[src/rtl/reorder_buffer_if.sv]
// Issue, CDB, operand-query, commit and flush signals of the reorder buffer.
// The pipeline side uses the master modport; the reorder buffer uses slave.
interface reorder_buffer_if #(
    parameter int ENTRY_SIZE = 4
);
    logic                  rdy;

    logic                  issue_valid;
    logic                  issue_ready;
    logic                  issue_has_rd;
    logic [4:0]            issue_rd;
    logic                  issue_is_branch;
    logic [ENTRY_SIZE-1:0] issue_tag;

    logic                  set_reorder;
    logic [4:0]            set_reorder_number;
    logic [ENTRY_SIZE-1:0] set_reorder_entry;

    logic                  cdb_valid;
    logic [ENTRY_SIZE-1:0] cdb_tag;
    logic [31:0]           cdb_value;
    logic                  cdb_mispredict;
    logic [31:0]           cdb_target;

    logic [ENTRY_SIZE-1:0] query_tag;
    logic                  query_ready;
    logic [31:0]           query_value;

    logic                  write_enable;
    logic [4:0]            write_addr;
    logic [31:0]           write_data;
    logic [ENTRY_SIZE-1:0] commit_tag;

    logic                  flush;
    logic [31:0]           flush_pc;

    modport master (
        output rdy, issue_valid, issue_has_rd, issue_rd, issue_is_branch,
               cdb_valid, cdb_tag, cdb_value, cdb_mispredict, cdb_target, query_tag,
        input  issue_ready, issue_tag, set_reorder, set_reorder_number, set_reorder_entry,
               query_ready, query_value, write_enable, write_addr, write_data, commit_tag,
               flush, flush_pc
    );

    modport slave (
        input  rdy, issue_valid, issue_has_rd, issue_rd, issue_is_branch,
               cdb_valid, cdb_tag, cdb_value, cdb_mispredict, cdb_target, query_tag,
        output issue_ready, issue_tag, set_reorder, set_reorder_number, set_reorder_entry,
               query_ready, query_value, write_enable, write_addr, write_data, commit_tag,
               flush, flush_pc
    );
endinterface

[src/rtl/reorder_buffer.sv]
// Circular in-order retirement queue. Issue allocates at tail, the CDB marks
// entries complete, and the head retires in program order: a normal commit
// writes the register file, a mispredicted branch flushes the whole buffer.
module reorder_buffer #(
    parameter int ROB_SIZE   = 16,
    parameter int ENTRY_SIZE = 4
) (
    input  logic            clk,
    input  logic            rst,
    reorder_buffer_if.slave rob
);
    localparam logic [ENTRY_SIZE:0]   FULL    = (ENTRY_SIZE+1)'(ROB_SIZE);
    localparam logic [ENTRY_SIZE-1:0] PTR_ONE = ENTRY_SIZE'(1);
    localparam logic [ENTRY_SIZE:0]   CNT_ONE = (ENTRY_SIZE+1)'(1);

    // Control state: every bit here is reset.
    logic [ROB_SIZE-1:0]   busy;
    logic [ROB_SIZE-1:0]   ready;
    logic [ENTRY_SIZE-1:0] head;
    logic [ENTRY_SIZE-1:0] tail;
    logic [ENTRY_SIZE:0]   count;

    // Payload: only ever read through a busy (and, for results, ready) entry.
    logic [ROB_SIZE-1:0]   has_rd;
    logic [ROB_SIZE-1:0]   is_branch;
    logic [ROB_SIZE-1:0]   mispredict;
    logic [4:0]            rd     [ROB_SIZE];
    logic [31:0]           value  [ROB_SIZE];
    logic [31:0]           target [ROB_SIZE];

    logic commit_fire;
    logic commit_flush;
    logic issue_ok;
    logic fire;
    logic cdb_accept;

    // Per-cycle decisions: commit, flush, issue acceptance and CDB acceptance.
    // NOTE: combinational blocks use blocking '=' so later lines see the values
    // computed above them; clocked blocks use '<=' so every flop samples pre-edge values.
    always_comb begin
        commit_fire  = rob.rdy && (count != '0) && busy[head] && ready[head];
        commit_flush = commit_fire && is_branch[head] && mispredict[head];
        issue_ok     = rob.rdy && (count != FULL) && !commit_flush;
        fire         = rob.issue_valid && issue_ok;
        cdb_accept   = rob.rdy && rob.cdb_valid && busy[rob.cdb_tag] && !commit_flush;
    end

    assign rob.issue_ready        = issue_ok;
    assign rob.issue_tag          = tail;
    assign rob.set_reorder        = fire && rob.issue_has_rd && (rob.issue_rd != 5'd0);
    assign rob.set_reorder_number = rob.issue_rd;
    assign rob.set_reorder_entry  = tail;
    assign rob.query_ready        = busy[rob.query_tag] && ready[rob.query_tag];
    assign rob.query_value        = value[rob.query_tag];

    // Pointers, occupancy and per-entry busy/ready flags.
    always_ff @(posedge clk or negedge rst) begin
        if (!rst) begin
            busy  <= '0;
            ready <= '0;
            head  <= '0;
            tail  <= '0;
            count <= '0;
        end else if (commit_flush) begin
            busy  <= '0;
            ready <= '0;
            head  <= '0;
            tail  <= '0;
            count <= '0;
        end else if (rob.rdy) begin
            if (cdb_accept) begin
                ready[rob.cdb_tag] <= 1'b1;
            end
            if (fire) begin
                busy[tail]  <= 1'b1;
                ready[tail] <= 1'b0;
                tail        <= tail + PTR_ONE;
            end
            if (commit_fire) begin
                busy[head] <= 1'b0;
                head       <= head + PTR_ONE;
            end
            case ({fire, commit_fire})
                2'b10:   count <= count + CNT_ONE;
                2'b01:   count <= count - CNT_ONE;
                default: count <= count;
            endcase
        end
    end

    // Entry payload captured at issue and at CDB completion.
    // NOTE: the payload arrays have no reset; busy/ready are reset and gate every
    // use of them, so clearing wide storage would buy nothing.
    always_ff @(posedge clk) begin
        if (fire) begin
            has_rd[tail]    <= rob.issue_has_rd;
            rd[tail]        <= rob.issue_rd;
            is_branch[tail] <= rob.issue_is_branch;
        end
        if (cdb_accept) begin
            value[rob.cdb_tag]      <= rob.cdb_value;
            mispredict[rob.cdb_tag] <= rob.cdb_mispredict;
            target[rob.cdb_tag]     <= rob.cdb_target;
        end
    end

    // Registered commit and flush outputs, one cycle after the retiring edge.
    always_ff @(posedge clk or negedge rst) begin
        if (!rst) begin
            rob.write_enable <= 1'b0;
            rob.write_addr   <= '0;
            rob.write_data   <= '0;
            rob.commit_tag   <= '0;
            rob.flush        <= 1'b0;
            rob.flush_pc     <= '0;
        end else begin
            rob.write_enable <= commit_fire && has_rd[head] && (rd[head] != 5'd0);
            rob.flush        <= commit_flush;
            if (commit_fire) begin
                rob.write_addr <= rd[head];
                rob.write_data <= value[head];
                rob.commit_tag <= head;
            end
            if (commit_flush) begin
                rob.flush_pc <= target[head];
            end
        end
    end
endmodule

[src/flat_wrapper.sv]
// flat-port wrapper written by rule: the top's interface ports become plain ports
module reorder_buffer_flat 
#(
    parameter int ROB_SIZE   = 16,
    parameter int ENTRY_SIZE = 4
)
  (clk, rst, rob_rdy, rob_issue_valid, rob_issue_has_rd, rob_issue_rd, rob_issue_is_branch, rob_cdb_valid, rob_cdb_tag, rob_cdb_value, rob_cdb_mispredict, rob_cdb_target, rob_query_tag, rob_issue_ready, rob_issue_tag, rob_set_reorder, rob_set_reorder_number, rob_set_reorder_entry, rob_query_ready, rob_query_value, rob_write_enable, rob_write_addr, rob_write_data, rob_commit_tag, rob_flush, rob_flush_pc);
  reorder_buffer_if #(.ENTRY_SIZE(ENTRY_SIZE)) rob_i ();
  input  logic clk;
  input  logic rst;
  input wire logic [$bits(rob_i.rdy)-1:0] rob_rdy;
  input wire logic [$bits(rob_i.issue_valid)-1:0] rob_issue_valid;
  input wire logic [$bits(rob_i.issue_has_rd)-1:0] rob_issue_has_rd;
  input wire logic [$bits(rob_i.issue_rd)-1:0] rob_issue_rd;
  input wire logic [$bits(rob_i.issue_is_branch)-1:0] rob_issue_is_branch;
  input wire logic [$bits(rob_i.cdb_valid)-1:0] rob_cdb_valid;
  input wire logic [$bits(rob_i.cdb_tag)-1:0] rob_cdb_tag;
  input wire logic [$bits(rob_i.cdb_value)-1:0] rob_cdb_value;
  input wire logic [$bits(rob_i.cdb_mispredict)-1:0] rob_cdb_mispredict;
  input wire logic [$bits(rob_i.cdb_target)-1:0] rob_cdb_target;
  input wire logic [$bits(rob_i.query_tag)-1:0] rob_query_tag;
  output wire logic [$bits(rob_i.issue_ready)-1:0] rob_issue_ready;
  output wire logic [$bits(rob_i.issue_tag)-1:0] rob_issue_tag;
  output wire logic [$bits(rob_i.set_reorder)-1:0] rob_set_reorder;
  output wire logic [$bits(rob_i.set_reorder_number)-1:0] rob_set_reorder_number;
  output wire logic [$bits(rob_i.set_reorder_entry)-1:0] rob_set_reorder_entry;
  output wire logic [$bits(rob_i.query_ready)-1:0] rob_query_ready;
  output wire logic [$bits(rob_i.query_value)-1:0] rob_query_value;
  output wire logic [$bits(rob_i.write_enable)-1:0] rob_write_enable;
  output wire logic [$bits(rob_i.write_addr)-1:0] rob_write_addr;
  output wire logic [$bits(rob_i.write_data)-1:0] rob_write_data;
  output wire logic [$bits(rob_i.commit_tag)-1:0] rob_commit_tag;
  output wire logic [$bits(rob_i.flush)-1:0] rob_flush;
  output wire logic [$bits(rob_i.flush_pc)-1:0] rob_flush_pc;
  assign rob_i.rdy = rob_rdy;
  assign rob_i.issue_valid = rob_issue_valid;
  assign rob_i.issue_has_rd = rob_issue_has_rd;
  assign rob_i.issue_rd = rob_issue_rd;
  assign rob_i.issue_is_branch = rob_issue_is_branch;
  assign rob_i.cdb_valid = rob_cdb_valid;
  assign rob_i.cdb_tag = rob_cdb_tag;
  assign rob_i.cdb_value = rob_cdb_value;
  assign rob_i.cdb_mispredict = rob_cdb_mispredict;
  assign rob_i.cdb_target = rob_cdb_target;
  assign rob_i.query_tag = rob_query_tag;
  assign rob_issue_ready = rob_i.issue_ready;
  assign rob_issue_tag = rob_i.issue_tag;
  assign rob_set_reorder = rob_i.set_reorder;
  assign rob_set_reorder_number = rob_i.set_reorder_number;
  assign rob_set_reorder_entry = rob_i.set_reorder_entry;
  assign rob_query_ready = rob_i.query_ready;
  assign rob_query_value = rob_i.query_value;
  assign rob_write_enable = rob_i.write_enable;
  assign rob_write_addr = rob_i.write_addr;
  assign rob_write_data = rob_i.write_data;
  assign rob_commit_tag = rob_i.commit_tag;
  assign rob_flush = rob_i.flush;
  assign rob_flush_pc = rob_i.flush_pc;
  reorder_buffer #(.ROB_SIZE(ROB_SIZE), .ENTRY_SIZE(ENTRY_SIZE)) u_core (.clk(clk), .rst(rst), .rob(rob_i));
endmodule
[config.mk]
export PLATFORM = sky130hd
export DESIGN_NAME = reorder_buffer_flat
export DESIGN_NICKNAME = d
export VERILOG_FILES = /design/src/rtl/reorder_buffer_if.sv /design/src/rtl/reorder_buffer.sv /design/src/flat_wrapper.sv
export SDC_FILE = /design/constraint.sdc
export NUM_CORES = 1
export LEC_CHECK = 0
export BUFFER_PORTS_ARGS = -buffer_cell sky130_fd_sc_hd__buf_2
export CORE_UTILIZATION = 45
export DETAILED_ROUTE_END_ITERATION = 6
export SYNTH_ARGS = -nofsm -noshare
export SYNTH_HDL_FRONTEND = slang
export SYNTH_SLANG_ARGS = --single-unit
[constraint.sdc]
create_clock -name clk -period 23.5 [get_ports clk]
set_clock_uncertainty 0.2 [all_clocks]
set_input_delay 2.35 -clock clk [delete_from_list [all_inputs] [get_ports clk]]
set_output_delay 2.35 -clock clk [all_outputs]
set_load 0.05 [all_outputs]
# --- Word-level counts from Yosys, hierarchy flattened ---
# Memories as Yosys holds them, arrays and structs flattened. A register that Yosys moved wholly into a read port is not among the register bits.
# Cells that the tools add are included.
op_classes:
  n_addsub: 4
  magnitude_cmp: 7
  n_eq_ne: 3
  n_mux: 50
  n_bitwise: 6
  reduce_logical: 32
ops:
  columns: ["cell", "count"]
  rows:
  - ["2-to-1 mux 16 bit", 12]
  - ["bitwise mux 16 bit", 3]
  - ["bitwise AND 16 bit", 2]
  - ["binary-select mux 1 bit (select 4 bit)", 8]
  - ["inverter 16 bit", 2]
  - ["bitwise OR 16 bit", 2]
  - ["2-to-1 mux 4 bit", 6]
  - ["less-than comparator 4 x 5 -> 1 bit, second input constant", 4]
  - ["logical AND 1 bit", 19]
  - ["2-to-1 mux 1 bit", 15]
  - ["nonzero test 5 bit", 3]
  - ["demux 1 bit (select 4 bit)", 3]
  - [">= comparator 4 x 1 -> 1 bit, second input constant", 3]
  - ["2-to-1 mux 5 bit", 2]
  - ["case mux 5 bit (2 select lines)", 1]
  - ["adder 4 x 1 -> 4 bit, second input constant", 2]
  - ["AND reduction 2 bit", 3]
  - ["nonzero test 2 bit", 3]
  - ["adder 5 x 1 -> 5 bit, second input constant", 1]
  - ["!= test 5 bit, second input constant", 1]
  - ["subtractor 5 x 1 -> 5 bit, second input constant", 1]
  - ["logical NOT 1 bit", 3]
  - ["nonzero test 3 bit", 1]
  - ["equality test 2 x 1 -> 1 bit, second input constant", 1]
  - ["equality test 2 bit, second input constant", 1]
totals:
  reg_bits: 104
  ramBits: 1104
  out_inout_bits: 123
  wordCells: 117
  memories: 3
mem_list:
  columns: ["name", "words", "width", "read_ports", "rd_clocked_by_memory_dff", "wr", "line_no", "text"]
  rows:
  - ["u_core.target", 16, 32, 1, 1, 1, "reorder_buffer.sv:29", "logic [31:0] target [ROB_SIZE];"]
  - ["u_core.value", 16, 32, 2, 1, 1, "reorder_buffer.sv:28", "logic [31:0] value [ROB_SIZE];"]
  - ["u_core.rd", 16, 5, 1, 0, 1, "reorder_buffer.sv:27", "logic [4:0] rd [ROB_SIZE];"]

# --- Logic depth before layout (Yosys ltp) ---
logic_depth:
  ltp_word: 16
  ltp_mapped: 19
  mapped_depth_nobuf: 14

# --- Least setup slack after synthesis ---
# No wires, ideal clock.
synth_path:
  path_kind: "in2reg"
  start: "input rob_cdb_tag[0]"
  end: "register u_core.mispredict[2], enable pin"
  setup_time_ps: 648
  arrival_time_ps: 9579
  t_required_ps: 22652
  slack_ps: 13072
  cell_stages: 5
  cell_sequence: "clkbuf_1 -> mux4_2 -> mux2i_1 -> or4_1 -> nor4_1"
synth_via:
  elab_chain_len: 4
synth_rtl:
  columns: ["element", "line_no", "text"]
  rows:
  - ["start, declared", "flat_wrapper.sv:17", "input wire logic [$bits(rob_i.cdb_tag)-1:0] rob_cdb_tag;"]
  - ["binary-select mux 1 bit (select 4 bit)", "reorder_buffer.sv:45", "cdb_accept = rob.rdy && rob.cdb_valid && busy[rob.cdb_tag] && !commit_flush;"]
  - ["2-to-1 mux 1 bit (not written as such)", "reorder_buffer.sv:45", null]
  - ["logical AND 1 bit (2 in series)", "reorder_buffer.sv:45", null]
  - ["end signal, assigned by index", "reorder_buffer.sv:102", "mispredict[rob.cdb_tag] <= rob.cdb_mispredict;"]
  - ["end, declared", "reorder_buffer.sv:26", "logic [ROB_SIZE-1:0] mispredict;"]
# No other way between the ends. The select of a mux whose other input is x is not followed.
# A chain may end at the register's enable or synchronous reset.

# --- Worst setup path after layout ---
layout_path:
  start: "input rob_query_tag[0]"
  end: "output rob_query_value[15]"
layout_via:
  elab_chain_len: 1
layout_rtl:
  columns: ["element", "line_no", "text"]
  rows:
  - ["start, declared", "flat_wrapper.sv:21", "input wire logic [$bits(rob_i.query_tag)-1:0] rob_query_tag;"]
  - ["memory read (16 x 32 bit)", null, null]
  - ["end, declared", "flat_wrapper.sv:28", "output wire logic [$bits(rob_i.query_value)-1:0] rob_query_value;"]
# No other way between the ends.

==> flow_metrics.env <==
export IMPL_routabilityCongestion=0.815
export IMPL_max_stage_delay_ns=0.78
export IMPL_yosys_top_cells_area="edfxtp_1, mux4_2, dfrtp_1"
export IMPL_maxCapViolCount=0
export IMPL_async_reset_ff_share_pct=9.43
export IMPL_crit_type="input port to output port"
export IMPL_grtUsageTotal_pct=22.5
export IMPL_viasPerCell=6.14
export IMPL_postCtsHoldBufs=0
export IMPL_dieWidth_um=344
export IMPL_total_power_uw=6480
export IMPL_setup_tns_final_ns=0
export IMPL_syn_to_final_growth_pct=14.1
export IMPL_power_frac_clock_pct=33.8
export IMPL_rsz0062_at_grt="false"
export IMPL_p_sw_uw=1890
export IMPL_rows=125
export IMPL_grt_max_degree=148
export IMPL_numCtsBuffers=139
export IMPL_ioPinCount=208
export IMPL_cts_tree="done"
export IMPL_r2r_cells=9
export IMPL_postCtsSetupBuffers=0
export IMPL_period_share_pct=35.7
export IMPL_vias=26001
export IMPL_hp_start="u_core.rob.flush_pc[12]"
export IMPL_firstDrtPassIters=5
export IMPL_slew_violations=0
export IMPL_start_util_pct=45.4
export IMPL_grt_first_pass_wirelength_mm=191
export IMPL_antenna_found_initial=24
export IMPL_worst_pin_slew_ns=1.13
export IMPL_p_leak_uw=0.0194
export IMPL_synth_top_area_share_pct=65.6
export IMPL_ys_types=56
export IMPL_post_synth_top_area_cell="edfxtp_1"
export IMPL_synth_edf_count=1152
export IMPL_drt_total_wl_mm=131
export IMPL_period_needed_ns=8.38
export IMPL_ys_top_cells_by_count="edfxtp_1, mux4_2, dfrtp_1"
export IMPL_clkTransAtPathRegs_ns=0.06
export IMPL_syn_area_sq_um=52800
export IMPL_drive_gt1_share_pct=39.5
export IMPL_synth_ff_type="edfxtp_1"
export IMPL_end_kind="output port"
export IMPL_cts_max_level=4
export IMPL_grt_pass1_vias=27400
export IMPL_syn_nets=2443
export IMPL_hold_viol_final=0
export IMPL_ys_ff_latch=1272
export IMPL_slew_headroom_pct=24.5
export IMPL_fin_area_sq_um=60200
export IMPL_cp_arrival_ns=5.83
export IMPL_setup_violations=0
export IMPL_setup_ws_ns=15.12
export IMPL_min_to="u_core.rob.flush_pc[12]"
export IMPL_synth_seq_area_share_pct=71.3
export IMPL_cp_num_buf_inv=4
export IMPL_dieHeight_um=344
export IMPL_r2r_start="u_core.head[1]"
export IMPL_syn_area_per_cell_sq_um=22.5
export IMPL_insertion_delay_ns=0.75
export IMPL_dp_slack_ns=15.00
export IMPL_max_clock_path_buffers=3
export IMPL_ir_drop_mv=0.0924
export IMPL_gr_total_overflow=0
export IMPL_ant_nets=0
export IMPL_seqPwrFrac_pct=41.6
export IMPL_syn_inst=2346
export IMPL_critPathTopFamily="buffers and inverters"
export IMPL_critPathMaxFanout=60
export IMPL_nets=2689
export IMPL_power_density_nw_per_um2=108
export IMPL_fmax_mhz=119
export IMPL_numPortBuffers=207
export IMPL_cts_root_buf="clkbuf_16"
export IMPL_post_cts_resized=0
export IMPL_hold_class="register to register"
export IMPL_fillers=9007
export IMPL_core_sq_um=116000
export IMPL_die_area_sq_um=119000
export IMPL_whs_path_depth=1
export IMPL_yosysMostFrequentCell="edfxtp_1"
export IMPL_status="finished, final reports clean"
export IMPL_power_switching_share_pct=29.2
export IMPL_route_detailed_drc=0
export IMPL_path_cells="clkbuf_8, buf_4, buf_4, mux4_2, mux4_2, buf_2"
export IMPL_critPathRequiredTime_ns=20.95
export IMPL_detail_route_wl_per_cell_um=31.0
export IMPL_cts_sinks=1272
export IMPL_hpwl_mm=70.1
export IMPL_drt_iter0_drc=2422
export IMPL_start_kind="input port"
export IMPL_placed_area_sq_um=55600
export IMPL_r2r_end="u_core.target[11][6]"
export IMPL_p_comb_share_pct=24.5
export IMPL_rrSetupSlack_ns=16.59
export IMPL_p_int_uw=4590
export IMPL_ys_warn_count=0
export IMPL_crit_path_top_delay_cell="buf_4"
## power groups by stage
stage | combinational [uW] | clock [uW] | sequential, uW
3_5_place_dp | 1610 | 0 | 2740
4_1_cts | 1620 | 2240 | 2700
2_1_floorplan | 1070 | 0 | 2860
3_3_place_gp | 1600 | 0 | 2740
5_1_grt | 1700 | 2320 | 2710
6_report | 1590 | 2190 | 2700
## cell type report
cell class / count / area, sq um / share of cell area [%]
multi-input cells: 902 / 14500 / 24.1
inverters: 8 / 35.0 / 0.0582
diodes: 8 / 20.0 / 0.0332
well taps: 1524 / 1910 / 3.17
repair buffers: 269 / 1550 / 2.57
clock buffers: 179 / 3740 / 6.21
clock inverters: 76 / 848 / 1.41
flip-flops and latches: 1272 / 37600 / 62.5
## metrics by stage
stage	hold slack, ns	instances	util [%]
final	0.288	4238	51.8
after floorplan	0.315	2346	-
after global placement	0.270	3975	47.9
after global routing	0.310	4232	51.8
after CTS	0.291	4230	51.8
after detailed placement	0.275	3975	47.9
## worst max path at each step
stage	from	cells after the start	endpoint	slack [ns]
after global routing	rob_query_tag[0]	6	rob_query_value[15]	14.82
after floorplan	rob_cdb_tag[0]	5	u_core.mispredict[2]	13.07
final	rob_query_tag[0]	6	rob_query_value[15]	15.12
after CTS	rob_query_tag[0]	6	rob_query_value[15]	14.99
after detailed placement	rob_query_tag[0]	6	rob_query_value[15]	15.00
after global placement	rob_query_tag[0]	6	rob_query_value[15]	15.06
## cell families (layout without fill, tap and decap cells)
family	Yosys count	after routing	synth area share (%)
adder cells (fa/ha/maj)	12	12	0.285
other	0	8	0
multiplexers	596	596	23.8
AND/OR/NAND/NOR	184	184	1.75
flip-flops	1272	1272	71.3
AO/OA/AOI/OAI	101	101	1.26
XOR/XNOR	9	9	0.149
buffers and inverters	172	532	1.48
## state kept, by name, indices dropped and copies added (netlist names)
name	flops
u_core.head	4
u_core.rob.write_addr	5
u_core.rob.commit_tag	4
u_core.rd	80
u_core.busy	16
u_core.rob.write_data	32
u_core.rob.write_enable	1
u_core.has_rd	16
u_core.rob.flush	1
u_core.count	5
u_core.rob.flush_pc	32
u_core.is_branch	16
u_core.rob.issue_tag	4
u_core.target	512
u_core.value	512
u_core.ready	16
u_core.mispredict	16
## per-layer routing
metal / vias to the layer above / track usage, % / routed length, um
li1: 10631 / - / -
met1: 14157 / 30.5 / 53500
met2: 959 / 36.8 / 65500
met3: 232 / 5.19 / 9280
met4: 22 / 6.20 / 2850
met5: - / 0 / 150
## placed cells by master (no fill, tap or decap), types with 12 or more instances in the layout
master,instances
clkbuf_1,30
o21ai_0,24
nor2_1,39
buf_2,203
mux4_2,517
ha_1,12
mux2_1,12
a21oi_1,22
nand2_1,38
nor2b_1,12
buf_4,61
nor3_1,28
clkinv_1,25
a2bb2oi_1,12
edfxtp_1,1152
bufinv_16,15
clkbuf_16,140
clkinv_2,18
mux2_2,48
dfrtp_1,117
## worst reg2reg max path, cell delays in order (launching register included)
cell and delay [ns]:
dfrtp_4 0.93, buf_4 0.92, mux4_2 0.49, o2111ai_1 0.30
a211o_4 0.42, buf_4 0.74, o21ai_1 0.46, nor2_4 0.91
buf_4 0.61, buf_4 0.56
Power figures use the tool's default switching activity.
